$ cat config.mk
export PLATFORM = sky130hd
export DESIGN_NAME = act_output_writer
export DESIGN_NICKNAME = d
export VERILOG_FILES = /design/src/rtl/act_output_writer.sv
export SDC_FILE = /design/constraint.sdc
export NUM_CORES = 1
export LEC_CHECK = 0
export ABC_AREA = 1
export BUFFER_PORTS_ARGS = -buffer_cell sky130_fd_sc_hd__buf_4
export CORE_MARGIN = 3
export CORE_UTILIZATION = 33
export DETAILED_ROUTE_END_ITERATION = 10
export HOLD_SLACK_MARGIN = 0.02
export PLACE_DENSITY = 0.53
export SLEW_MARGIN = 20
export SYNTH_ARGS = -nofsm -noshare
export SYNTH_HDL_FRONTEND = slang
export SYNTH_SLANG_ARGS = --single-unit
$ cat constraint.sdc
create_clock -name clk -period 2.15 [get_ports clk]
set_input_delay 0.43 -clock clk [delete_from_list [all_inputs] [get_ports clk]]
set_output_delay 0.43 -clock clk [all_outputs]
set_load 0.05 [all_outputs]
$ cat src/rtl/act_output_writer.sv
// act_output_writer
// Downstream end of the activation stage. Takes one activated row per
// qualified cycle and writes it into the output BRAM at base + k*stride,
// with per-lane write enables taken from the validity mask. Completion is
// flagged once the programmed number of rows has been written.
//
// Optional build macro: ACT_WRITER_OVERRUN_EN
//   When defined, adds a sticky 'overrun' output that flags rows arriving
//   while the writer is not armed (those rows are always dropped).
module act_output_writer #(
  parameter int MAT_MUL_SIZE = 4,
  parameter int DWIDTH       = 8,
  parameter int AWIDTH       = 10,
  parameter int RWIDTH       = 8
) (
  input  logic                           clk,
  input  logic                           reset,
  input  logic                           start,
  input  logic [AWIDTH-1:0]              base_addr,
  input  logic [AWIDTH-1:0]              addr_stride,
  input  logic [RWIDTH-1:0]              num_rows,
  input  logic                           in_data_available,
  input  logic [MAT_MUL_SIZE*DWIDTH-1:0] in_data,
  input  logic [MAT_MUL_SIZE-1:0]        validity_mask,
  output logic [AWIDTH-1:0]              bram_addr,
  output logic [MAT_MUL_SIZE*DWIDTH-1:0] bram_wdata,
  output logic [MAT_MUL_SIZE-1:0]        bram_we,
  output logic                           busy,
  output logic                           done,
`ifdef ACT_WRITER_OVERRUN_EN
  output logic                           overrun,
`endif
  output logic [RWIDTH-1:0]              rows_written
);

  typedef enum logic [1:0] {
    IDLE  = 2'd0,
    ARMED = 2'd1,
    DONE  = 2'd2
  } state_t;

  state_t state_q, state_d;

  logic [AWIDTH-1:0]              cur_addr;
  logic [AWIDTH-1:0]              stride_q;
  logic [RWIDTH-1:0]              rows_left;
  logic [MAT_MUL_SIZE*DWIDTH-1:0] masked_data;

  // A start is honoured only outside ARMED; rows are taken only inside it.
  logic load;
  logic accept;

  assign load   = start && (state_q != ARMED);
  assign accept = in_data_available && (state_q == ARMED);

  // State register.
  always_ff @(posedge clk) begin
    // NOTE: state and datapath registers use non-blocking assignments so every
    // flop samples the pre-edge values, independent of block ordering.
    if (reset) state_q <= IDLE;
    else       state_q <= state_d;
  end

  // Next-state logic: arm on start, finish on the last accepted row.
  always_comb begin
    // NOTE: default assignment first so no path leaves state_d unassigned,
    // which would otherwise infer a latch.
    state_d = state_q;
    case (state_q)
      IDLE, DONE: begin
        if (start) state_d = (num_rows != '0) ? ARMED : DONE;
      end
      ARMED: begin
        if (in_data_available && (rows_left == RWIDTH'(1))) state_d = DONE;
      end
      default: state_d = IDLE;
    endcase
  end

  // Status outputs decoded directly from the state.
  always_comb begin
    busy = (state_q == ARMED);
    done = (state_q == DONE);
  end

  // Zero the data of lanes whose mask bit is clear (lane i+1 lives at bit i*DWIDTH).
  always_comb begin
    masked_data = '0;
    for (int i = 0; i < MAT_MUL_SIZE; i++) begin
      if (validity_mask[i]) masked_data[i*DWIDTH +: DWIDTH] = in_data[i*DWIDTH +: DWIDTH];
    end
  end

  // Job configuration, address generation and the registered BRAM write port.
  always_ff @(posedge clk) begin
    if (reset) begin
      cur_addr     <= '0;
      stride_q     <= '0;
      rows_left    <= '0;
      rows_written <= '0;
      bram_addr    <= '0;
      bram_wdata   <= '0;
      bram_we      <= '0;
    end else begin
      // Write enable is a one-cycle strobe; address and data hold otherwise.
      bram_we <= '0;
      if (load) begin
        cur_addr     <= base_addr;
        stride_q     <= addr_stride;
        rows_left    <= num_rows;
        rows_written <= '0;
      end else if (accept) begin
        bram_addr    <= cur_addr;
        bram_wdata   <= masked_data;
        bram_we      <= validity_mask;
        cur_addr     <= cur_addr + stride_q;  // wraps modulo 2^AWIDTH
        rows_left    <= rows_left - RWIDTH'(1);
        rows_written <= rows_written + RWIDTH'(1);
      end
    end
  end

`ifdef ACT_WRITER_OVERRUN_EN
  // Sticky flag for rows that arrive while not armed; cleared by an accepted start.
  always_ff @(posedge clk) begin
    if (reset)                                       overrun <= 1'b0;
    else if (load)                                   overrun <= 1'b0;
    else if (in_data_available && state_q != ARMED)  overrun <= 1'b1;
  end
`endif

endmodule

==> impl_metrics.py, run 1 <==
metrics = {
    "yosys": {
        "ys_top_cells_by_area": "dfxtp_1 (44%), nand2_1 (18%), nand3_1 (7.1%)",
        "yosysMostFrequentCell": "nand2_1",
        "ys_seq_area_frac": 0.4401,
        "syn_area_um2": 3821,
        "synth_enable_flop_cells": 0,
        "yosys.area.top_type": "dfxtp_1",
        "synth-seq-cells": 84,
        "synth_commonest_cells": "nand2_1 (179), dfxtp_1 (84), nor2_1 (57)",
        "synth_fp_nets": 618,
        "yosysTopAreaCellShare": 0.4401,
        "syn_area_per_cell_um2": 7.116,
        "async_flop_share": 0,
        "yosysUniqueCellTypes": 32,
        "yosysWarnings": 0,
        "synth_cells": 537,
        "synth-main-ff-cell": "dfxtp_1",
    },
    "drt": {
        "wl_per_cell_um": 13.01,
        "drt_iter0_drc": 206,
        "vias": 3787,
        "drc": 0,
        "ant_nets": 0,
        "via_per_inst": 4.722,
        "wl_mm": 10.44,
        "first_pass_iters": 4,
    },
    "critical_path": {
        "critPathMaxStageDelay_ns": 0.43,
        "start_kind": "register",
        "crit_fanout": 3,
        "crit_type": "reg -> reg",
        "cp.buffers_inverters": 0,
        "slowest_stage": "fa_1",
        "rrSetupSlack_ns": 0.42,
        "crit_chain": "ha_1 > fa_1 > nand3_1 > nand3_1 > or2_2 > nand3_1 > nand2_1",
        "crit_path_end_kind": "register",
        "crit_family": "adder cells",
        "required_ns": 2.39,
        "crit_arrival_ns": 1.96,
        "path_common_cell": "nand3_1",
    },
    "sta": {
        "setup_viol": 0,
        "fmax_mhz": 578.5,
        "finalSetupTns_ns": 0,
        "finalMaxSlewViolations": 0,
        "worst_clock_skew_ns": 0.006094,
        "min_period_ns": 1.729,
        "rsz0062_at_grt": "no",
        "worst_pin_slew_ns": 0.4410,
        "fin_crit_sh": 0.8041,
        "finalHoldViolations": 0,
        "worst_hold_slack_ns": 0.2778,
        "relSlewSlack": 0.7060,
    },
    "cts": {
        "cts_root_buffer": "clkbuf_16",
        "ctsHoldBuffers": 0,
        "cts_setup_buffers": 0,
        "numCtsBuffers": 9,
        "cts_tree": "built",
        "clk_latency_ns": 0.34,
        "cts_resized": 0,
        "cts_sinks": 84,
        "clk_pin_slew_worst_paths_ns": 0.06,
        "h-tree-depth": 3,
        "cts_buffer_depth": 2,
    },
    "final_layout": {
        "nets": 738,
        "syn2layout_area_growth_pct": 34.87,
        "diodes": 0,
        "fillCellCount": 1154,
        "layout-drive-gt1-share": 0.2462,
    },
    "floorplanning": {
        "std_cell_rows": 38,
        "core_um2": 11080,
        "initial_core_util": 0.3449,
        "fp.dieW_um": 113.6,
        "dieHeight_um": 113.6,
        "die_area_um2": 12910,
        "ios": 124,
    },
    "grt": {
        "globalRouteOverflowTotal": 0,
        "grt_start_max_net_pins": 45,
        "antenna_found_initial": 0,
        "grt_use_total": 0.1667,
        "grt_pass1_wl_mm": 17.42,
        "grt_pass1_vias": 3762,
    },
    "min_path": {
        "min_path_type": "in -> reg",
    },
    "placed_design": {
        "place_congestion": 0.8225,
        "port_buffers": 123,
        "place_hpwl_mm": 7.836,
    },
    "status": {
        "status": "complete, no violations",
    },
    "run": {
        "cap_violations": 0,
    },
    "pwr": {
        "p_per_area_nw_per_um2": 794.7,
        "ir_worst_vdd_v": 0.0003419,
        "power.leakage_nw": 2.590,
    },
}
==> cells in the final DEF (no fill, tap or decap) <==
master        n
ha_1         12
nor3_1        4
a31oi_1       5
nor2_2        1
clkinv_2      2
nand3b_1      2
dfxtp_1      84
nand2_2       3
nor3_2        1
clkinvlp_4    2
fa_1          1
xnor2_1       3
o211ai_1      1
inv_1        34
a21oi_1      15
nor2_4        2
clkinv_1      3
clkbuf_8      1
clkinv_4      2
clkbuf_16     9
bufinv_16     1
or2_2         1
o22ai_1       5
buf_4       129
nand4_1       5
xor2_1        3
nand2_4       3
o21ai_0      25
o21a_1        3
inv_2         6
nand3_1      54
nand2_1     179
o21ai_1       4
nor2_1       57
==> final cells by class <==
type                    count  area [um^2]  share of cell area
inverters                  44        170.2             0.03302
clock buffers              10        239.0             0.04637
multi-input cells         389         1856              0.3600
flip-flops and latches     84         1682              0.3263
clock inverters             6        63.81             0.01238
well taps                 140        175.2             0.03399
repair buffers            129        968.4              0.1879
==> flip-flops by register name (all words and copies together), names as in the netlist <==
signal and cells:
bram_wdata 32, bram_addr 10, bram_we 4, stride_q 10, cur_addr 10, rows_written 8, rows_left 8, state_q 2
==> kinds of logic (layout without fill, tap and decap cells) <==
logic type	Yosys count	count (layout)	synth area share
and+or+nand+nor	312	312	0.3454
DFF	84	84	0.4401
buffers and inverters	64	189	0.07433
AOI/OAI and AO/OA	58	58	0.08186
adders and majority gates	13	13	0.04453
xor gates and xnor gates	6	6	0.01375
==> path summary, 6_finish.rpt <==
check,start,to,cells past startpoint
max,cur_addr[0],cur_addr[4],7
min,in_data[26],bram_wdata[26],3
max reg2reg,cur_addr[0],cur_addr[4],7
min reg2reg,state_q[1],state_q[1],2
==> through the flow <==
stage | setup slack, ns | cells | cell area [um^2] | util | power [mW]
2_1_floorplan | 0.5394 | 537 | 3821 | - | 2.301
3_3_place_gp | 0.4713 | 786 | 4851 | 0.4379 | 2.564
3_5_place_dp | 0.4347 | 786 | 4851 | 0.4379 | 2.573
4_1_cts | 0.4263 | 802 | 5154 | 0.4652 | 4.167
5_1_grt | 0.2809 | 802 | 5154 | 0.4652 | 4.327
6_report | 0.4213 | 802 | 5154 | 0.4652 | 4.096
==> layer usage <==
metal	track usage	up-vias	part of all wire
li1	-	1963	-
met1	0.2145	1683	0.45
met2	0.2544	131	0.44
met3	0.05942	10	0.10
met4	0.06731	0	0.017
met5	0	-	0
==> report_power, final <==
part / internal, mW / switching (mW) / total, mW / leakage [nW]
Clock: 0.929 / 0.635 / 1.56 / 0.144
Sequential: 1.65 / 0.0685 / 1.72 / 0.686
Combinational: 0.302 / 0.507 / 0.809 / 1.76
==> worst reg2reg max path: stages (launching register included) <==
cell	delay, ns
dfxtp_1	0.33
ha_1	0.24
fa_1	0.43
nand3_1	0.11
nand3_1	0.10
or2_2	0.29
nand3_1	0.07
nand2_1	0.06
(Power assumes the default switching activity.)
==> run 2, diff against run 1 <==
--- a/config.mk
+++ b/config.mk
@@ -5,7 +5,7 @@
 export SDC_FILE = /design/constraint.sdc
 export NUM_CORES = 1
 export LEC_CHECK = 0
-export ABC_AREA = 1
+export ABC_AREA = 0
 export BUFFER_PORTS_ARGS = -buffer_cell sky130_fd_sc_hd__buf_4
 export CORE_MARGIN = 3
 export CORE_UTILIZATION = 33
==> constraint.sdc (replaced) <==
create_clock -name clk -period 1.6 [get_ports clk]
set_input_delay 0.32 -clock clk [delete_from_list [all_inputs] [get_ports clk]]
set_output_delay 0.32 -clock clk [all_outputs]
set_load 0.05 [all_outputs]
==> run 2 against run 1 <==
Effect of this change:
- first-iteration DRC count up 0.97%
- die area decreased by 3.8%
- sequential power is 31% higher
- critical path type unchanged
- power up 15%
- the flow now finishes with violations (setup timing)
- critical endpoint is now cur_addr[6]
- largest cell class unchanged
==> impl_metrics.py, run 2 <==
metrics = {
    "final_layout": {
        "syn2layout_area_growth_pct": 44.15,
        "seq_area_um2": 1685,
        "multiInputGateArea_um2": 1916,
        "layout_common_cells": "buf_4 (160), dfxtp_1 (81), nand2_1 (80)",
        "largest_reg_flops": 32,
        "layout-drive-gt1-share": 0.3451,
        "layout.cells.most_common": "buf_4",
        "final_cell_area_um2": 5286,
        "nets": 670,
        "fin_util": 0.5008,
        "largest-register": "bram_wdata",
        "fillCellCount": 1023,
        "diodes": 0,
    },
    "critical_path": {
        "r2r_cells": 7,
        "rrSetupSlack_ns": -0.17,
        "cp.buffers_inverters": 0,
        "timing.rr.start": "stride_q[0]",
        "start_kind": "register",
        "crit_fanout": 3,
        "crit_chain": "ha_4 > fa_2 > a211oi_2 > nor2_2 > o21ai_2 > a2111oi_1 > a221o_1",
        "slowest_stage": "dfxtp_2",
        "crit_type": "reg -> reg",
        "crit_family": "compound AO/OA/AOI/OAI gates",
        "r2r-end": "cur_addr[6]",
        "crit_path_end_kind": "register",
        "crit_arrival_ns": 2.01,
        "critPathMaxStageDelay_ns": 0.34,
        "required_ns": 1.85,
    },
    "yosys": {
        "yosysUniqueCellTypes": 45,
        "synth-main-ff-cell": "dfxtp_1",
        "synth_commonest_cells": "dfxtp_1 (84), nand2_1 (80), a21oi_1 (65)",
        "yosysMostFrequentCell": "dfxtp_1",
        "synth_cells": 446,
        "yosys.area.top_type": "dfxtp_1",
        "ys_seq_area_frac": 0.4585,
        "yosysTopAreaCellShare": 0.4585,
        "ys_top_cells_by_area": "dfxtp_1 (46%), a21oi_1 (8.9%), nand2_1 (8.2%)",
        "async_flop_share": 0,
        "syn_area_um2": 3667,
        "synth_fp_nets": 527,
        "yosysWarnings": 0,
        "syn_area_per_cell_um2": 8.223,
        "synth_enable_flop_cells": 0,
        "synth-seq-cells": 84,
    },
    "sta": {
        "worst_hold_slack_ns": 0.2139,
        "rsz0062_at_grt": "yes",
        "finalMaxSlewViolations": 0,
        "relSlewSlack": 0.7514,
        "setup_viol": 6,
        "worst_pin_slew_ns": 0.3719,
        "setup_slack_ns": -0.1670,
        "worst_clock_skew_ns": 0.01119,
        "finalSetupTns_ns": -0.6056,
        "finalHoldViolations": 0,
        "fin_crit_sh": 1.104,
        "fmax_mhz": 565.9,
        "min_period_ns": 1.767,
    },
    "floorplanning": {
        "initial_core_util": 0.3474,
        "core_um2": 10560,
        "dieHeight_um": 111.4,
        "die_area_um2": 12410,
        "fp.dieW_um": 111.4,
        "ios": 124,
        "std_cell_rows": 37,
    },
    "status": {
        "violations": "setup timing",
        "status": "finished, violations left",
    },
    "pwr": {
        "ir_worst_vdd_v": 0.0003963,
        "p_per_area_nw_per_um2": 894.2,
        "power.leakage_nw": 2.252,
    },
    "min_path": {
        "hold_depth": 3,
        "holdCritStartpoint": "addr_stride[3]",
        "min_path_type": "in -> reg",
        "min_to": "stride_q[3]",
    },
    "placed_design": {
        "port_buffers": 123,
        "placed_area_um2": 4951,
        "place_hpwl_mm": 7.846,
        "place_congestion": 0.8127,
    },
    "cts": {
        "clk_pin_slew_worst_paths_ns": 0.09,
        "ctsHoldBuffers": 0,
        "clk_latency_ns": 0.35,
        "cts_sinks": 84,
        "numCtsBuffers": 9,
        "cts_tree": "built",
        "cts_root_buffer": "clkbuf_8",
        "h-tree-depth": 3,
        "cts_buffer_depth": 2,
    },
    "drt": {
        "ant_nets": 0,
        "wl_per_cell_um": 15.04,
        "drt_iter0_drc": 208,
        "drc": 0,
        "via_per_inst": 5.163,
        "first_pass_iters": 4,
        "wl_mm": 10.98,
        "vias": 3769,
    },
    "grt": {
        "grt_use_total": 0.1738,
        "grt_pass1_wl_mm": 17.88,
        "grt_pass1_vias": 3637,
        "globalRouteOverflowTotal": 0,
        "antenna_found_initial": 0,
        "grt_start_max_net_pins": 35,
    },
    "run": {
        "cap_violations": 0,
    },
}
run 2: cell types whose count changed after synthesis, moves of 15 or more:
cell	delta
nand2_1	-99
a21oi_1	+50
nor2_1	-31
inv_1	-30
o21ai_0	-16
clkbuf_1	+15
run 2: what timing repair did:
action | CTS | global route
endpoints found under the setup margin | 8 | 24
pin swaps | 7 | 10
setup buffers | 2 | 2
resized for setup | 8 | 11
cloned | 0 | 1
run 2: tightest hold or removal path: cells and delay by family:
| kind | cells | cell delay (ns) |
|---|---|---|
| AOI/OAI and AO/OA | 1 | 0.05 |
| and+or+nand+nor | 1 | 0.05 |
| buffers and inverters | 1 | 0.11 |
run 2: worst max-delay path by stage:
stage,start,to,cells after the start
3_3_place_gp,stride_q[0],cur_addr[6],7
2_1_floorplan,cur_addr[0],cur_addr[6],7
4_1_cts,stride_q[0],cur_addr[6],7
3_5_place_dp,stride_q[0],cur_addr[6],7
6_report,stride_q[0],cur_addr[6],7
5_1_grt,stride_q[0],cur_addr[6],7
run 2: power breakdown:
| group | total (mW) | switching, mW | internal (mW) |
|---|---|---|---|
| combinational | 0.959 | 0.519 | 0.440 |
| clock | 1.52 | 0.796 | 0.726 |
| sequential | 2.25 | 0.0682 | 2.18 |
| total | 4.73 | 1.38 | 3.34 |
run 2: layout make-up:
type                       instances  area share
clock buffer                       9     0.02343
clock inverter                     7     0.01420
inverter                           5    0.003550
multi-input combinational        324      0.3624
sequential                        84      0.3188
tap                              136     0.03219
timing repair buffer             165      0.2454
run 2: kinds of logic after synthesis:
| family | after synthesis | synth area share |
|---|---|---|
| XOR/XNOR | 10 | 0.02388 |
| buffers and inverters | 38 | 0.04913 |
| AND/OR/NAND/NOR | 188 | 0.2344 |
| AO/OA/AOI/OAI | 112 | 0.1849 |
| flip-flops | 84 | 0.4585 |
| adder cells (fa/ha/maj) | 13 | 0.04640 |
| multiplexers | 1 | 0.002730 |
run 2: layer usage:
layer,share of wire,vias up,track usage
li1,-,1861,-
met1,0.46,1766,0.2257
met2,0.47,130,0.2883
met3,0.057,12,0.03587
met4,0.0096,0,0.06002
met5,0,-,0
run 2: stage by stage:
step / worst slack, ns / power [mW] / std cells
detailed placement: -0.2378 / 3.203 / 710
floorplan: -0.1331 / 2.811 / 446
finish: -0.1670 / 4.727 / 730
global route: -0.2833 / 4.979 / 730
CTS: -0.2071 / 4.744 / 728
global placement: -0.1990 / 3.196 / 710
==> run 3, diff against run 2 <==
--- a/config.mk
+++ b/config.mk
@@ -5,7 +5,7 @@
 export SDC_FILE = /design/constraint.sdc
 export NUM_CORES = 1
 export LEC_CHECK = 0
-export ABC_AREA = 0
+export ABC_AREA = 1
 export BUFFER_PORTS_ARGS = -buffer_cell sky130_fd_sc_hd__buf_4
 export CORE_MARGIN = 3
 export CORE_UTILIZATION = 33
==> run 3 against run 2 <==
Effect of this change:
- the flow now finishes without violations
- combinational power is 17% higher
- hold slack worse by 0.048 ns
- non-clock buffer count decreased by 30
- via count down 0.98%
- maximum frequency up 17%
- register-to-register slack improved by 0.25 ns
- clock skew down 0.0016 ns
- clock power rose by 57%
- final area about the same
- critical path depth stayed put
- first-iteration DRC count down 3.8%
- critical path type unchanged
- critical endpoint is now cur_addr[4]
==> impl_metrics.py, run 3 (synthesized netlist as in run 1, its figures left out) <==
metrics = {
    "cts": {
        "cts_sinks": 84,
        "cts_tree": "built",
        "ctsHoldBuffers": 0,
        "clk_latency_ns": 0.34,
        "cts_buffer_depth": 2,
        "numCtsBuffers": 9,
        "h-tree-depth": 3,
        "cts_root_buffer": "clkbuf_16",
        "clk_pin_slew_worst_paths_ns": 0.07,
    },
    "pwr": {
        "total_power_mw": 5.823,
        "power.leakage_nw": 2.649,
        "p_per_area_nw_per_um2": 1102,
        "ir_worst_vdd_v": 0.0005137,
    },
    "critical_path": {
        "r2r-end": "cur_addr[4]",
        "crit_arrival_ns": 1.76,
        "rrSetupSlack_ns": 0.08,
        "crit_type": "reg -> reg",
        "timing.rr.start": "cur_addr[0]",
        "start_kind": "register",
        "crit_path_end_kind": "register",
        "crit_fanout": 3,
        "required_ns": 1.84,
        "r2r_cells": 7,
    },
    "final_layout": {
        "layout-drive-gt1-share": 0.2620,
        "largest-register": "bram_wdata",
        "diodes": 0,
        "final_cells": 808,
        "syn2layout_area_growth_pct": 38.31,
        "fillCellCount": 1136,
        "largest_reg_flops": 32,
        "layout_common_cells": "nand2_1 (179), buf_4 (133), dfxtp_1 (84)",
        "nets": 744,
        "layout.cells.most_common": "nand2_1",
        "fin_util": 0.4771,
    },
    "grt": {
        "globalRouteOverflowTotal": 0,
        "grt_start_max_net_pins": 46,
        "grt_use_total": 0.1631,
        "grt_pass1_wl_mm": 16.98,
        "grt_pass1_vias": 3657,
        "antenna_found_initial": 0,
    },
    "placed_design": {
        "post-place-ws_ns": 0.01944,
        "post-place-cells": 792,
        "place_hpwl_mm": 7.676,
        "port_buffers": 123,
        "place_congestion": 0.9133,
    },
    "run": {
        "cap_violations": 0,
    },
    "min_path": {
        "min_to": "bram_wdata[14]",
        "hold_depth": 3,
        "holdCritStartpoint": "in_data[14]",
        "min_path_type": "in -> reg",
    },
    "sta": {
        "worst_clock_skew_ns": 0.009602,
        "worst_pin_slew_ns": 0.4249,
        "fin_crit_sh": 0.9478,
        "finalHoldViolations": 0,
        "setup_viol": 0,
        "finalMaxSlewViolations": 0,
        "min_period_ns": 1.516,
        "worst_hold_slack_ns": 0.1662,
        "setup_slack_ns": 0.08353,
        "relSlewSlack": 0.7163,
        "fmax_mhz": 659.4,
    },
    "drt": {
        "via_per_inst": 4.619,
        "wl_mm": 10.37,
        "drt_iter0_drc": 200,
        "ant_nets": 0,
        "wl_per_cell_um": 12.84,
        "vias": 3732,
        "drc": 0,
        "first_pass_iters": 4,
    },
    "status": {
        "status": "complete, no violations",
    },
    "floorplanning": {
        "die_area_um2": 12910,
        "fp.dieW_um": 113.6,
        "initial_core_util": 0.3449,
        "std_cell_rows": 38,
        "core_um2": 11080,
        "ios": 124,
        "dieHeight_um": 113.6,
    },
}
-- run 3: worst max-delay path by stage --
stage	from	endpoint	cells past startpoint
floorplan	cur_addr[0]	cur_addr[4]	7
global placement	cur_addr[0]	cur_addr[4]	7
detailed placement	cur_addr[0]	cur_addr[4]	7
CTS	cur_addr[0]	cur_addr[4]	7
global route	cur_addr[0]	cur_addr[4]	7
finish	cur_addr[0]	cur_addr[4]	7
-- run 3: final cells by class --
class / instances / area, um^2 / area share
clock buffers: 9 / 225.2 / 0.04261
multi-input cells: 389 / 1877 / 0.3551
flip-flops and latches: 84 / 1682 / 0.3182
well taps: 140 / 175.2 / 0.03314
clock inverters: 7 / 115.1 / 0.02178
inverters: 44 / 172.7 / 0.03267
repair buffers: 135 / 1039 / 0.1965
-- run 3: timing repair --
action / CTS / global route
setup buffers: 0 / 0
gates resized for setup: 0 / 6
hold endpoints to repair: 0 / 0
setup endpoints to repair: 0 / 4
-- run 3: critical path: stages (launching register included) --
cell and delay, ns:
dfxtp_1 0.31, ha_2 0.20, fa_2 0.36, nand3_2 0.09, nand3_2 0.08, or2_2 0.28
nand3_1 0.06, nand2_1 0.05
-- run 3: power by group --
group | switching [mW] | internal, mW | total [mW]
Clock | 0.865 | 1.52 | 2.38
Combinational | 0.694 | 0.430 | 1.12
Sequential | 0.0919 | 2.22 | 2.31
-- run 3: routing by layer --
metal	routed length (um)	up-vias	GRT usage
li1	-	1967	-
met1	4872	1639	0.2107
met2	4448	114	0.2509
met3	878	12	0.05464
met4	172	0	0.06571
met5	0	-	0
-- run 3: through the flow --
step	area (um^2)	setup TNS [ns]
5_1_grt	5285	-0.001199
4_1_cts	5264	0
3_3_place_gp	4923	0
2_1_floorplan	3824	0
6_report	5285	0
3_5_place_dp	4923	0
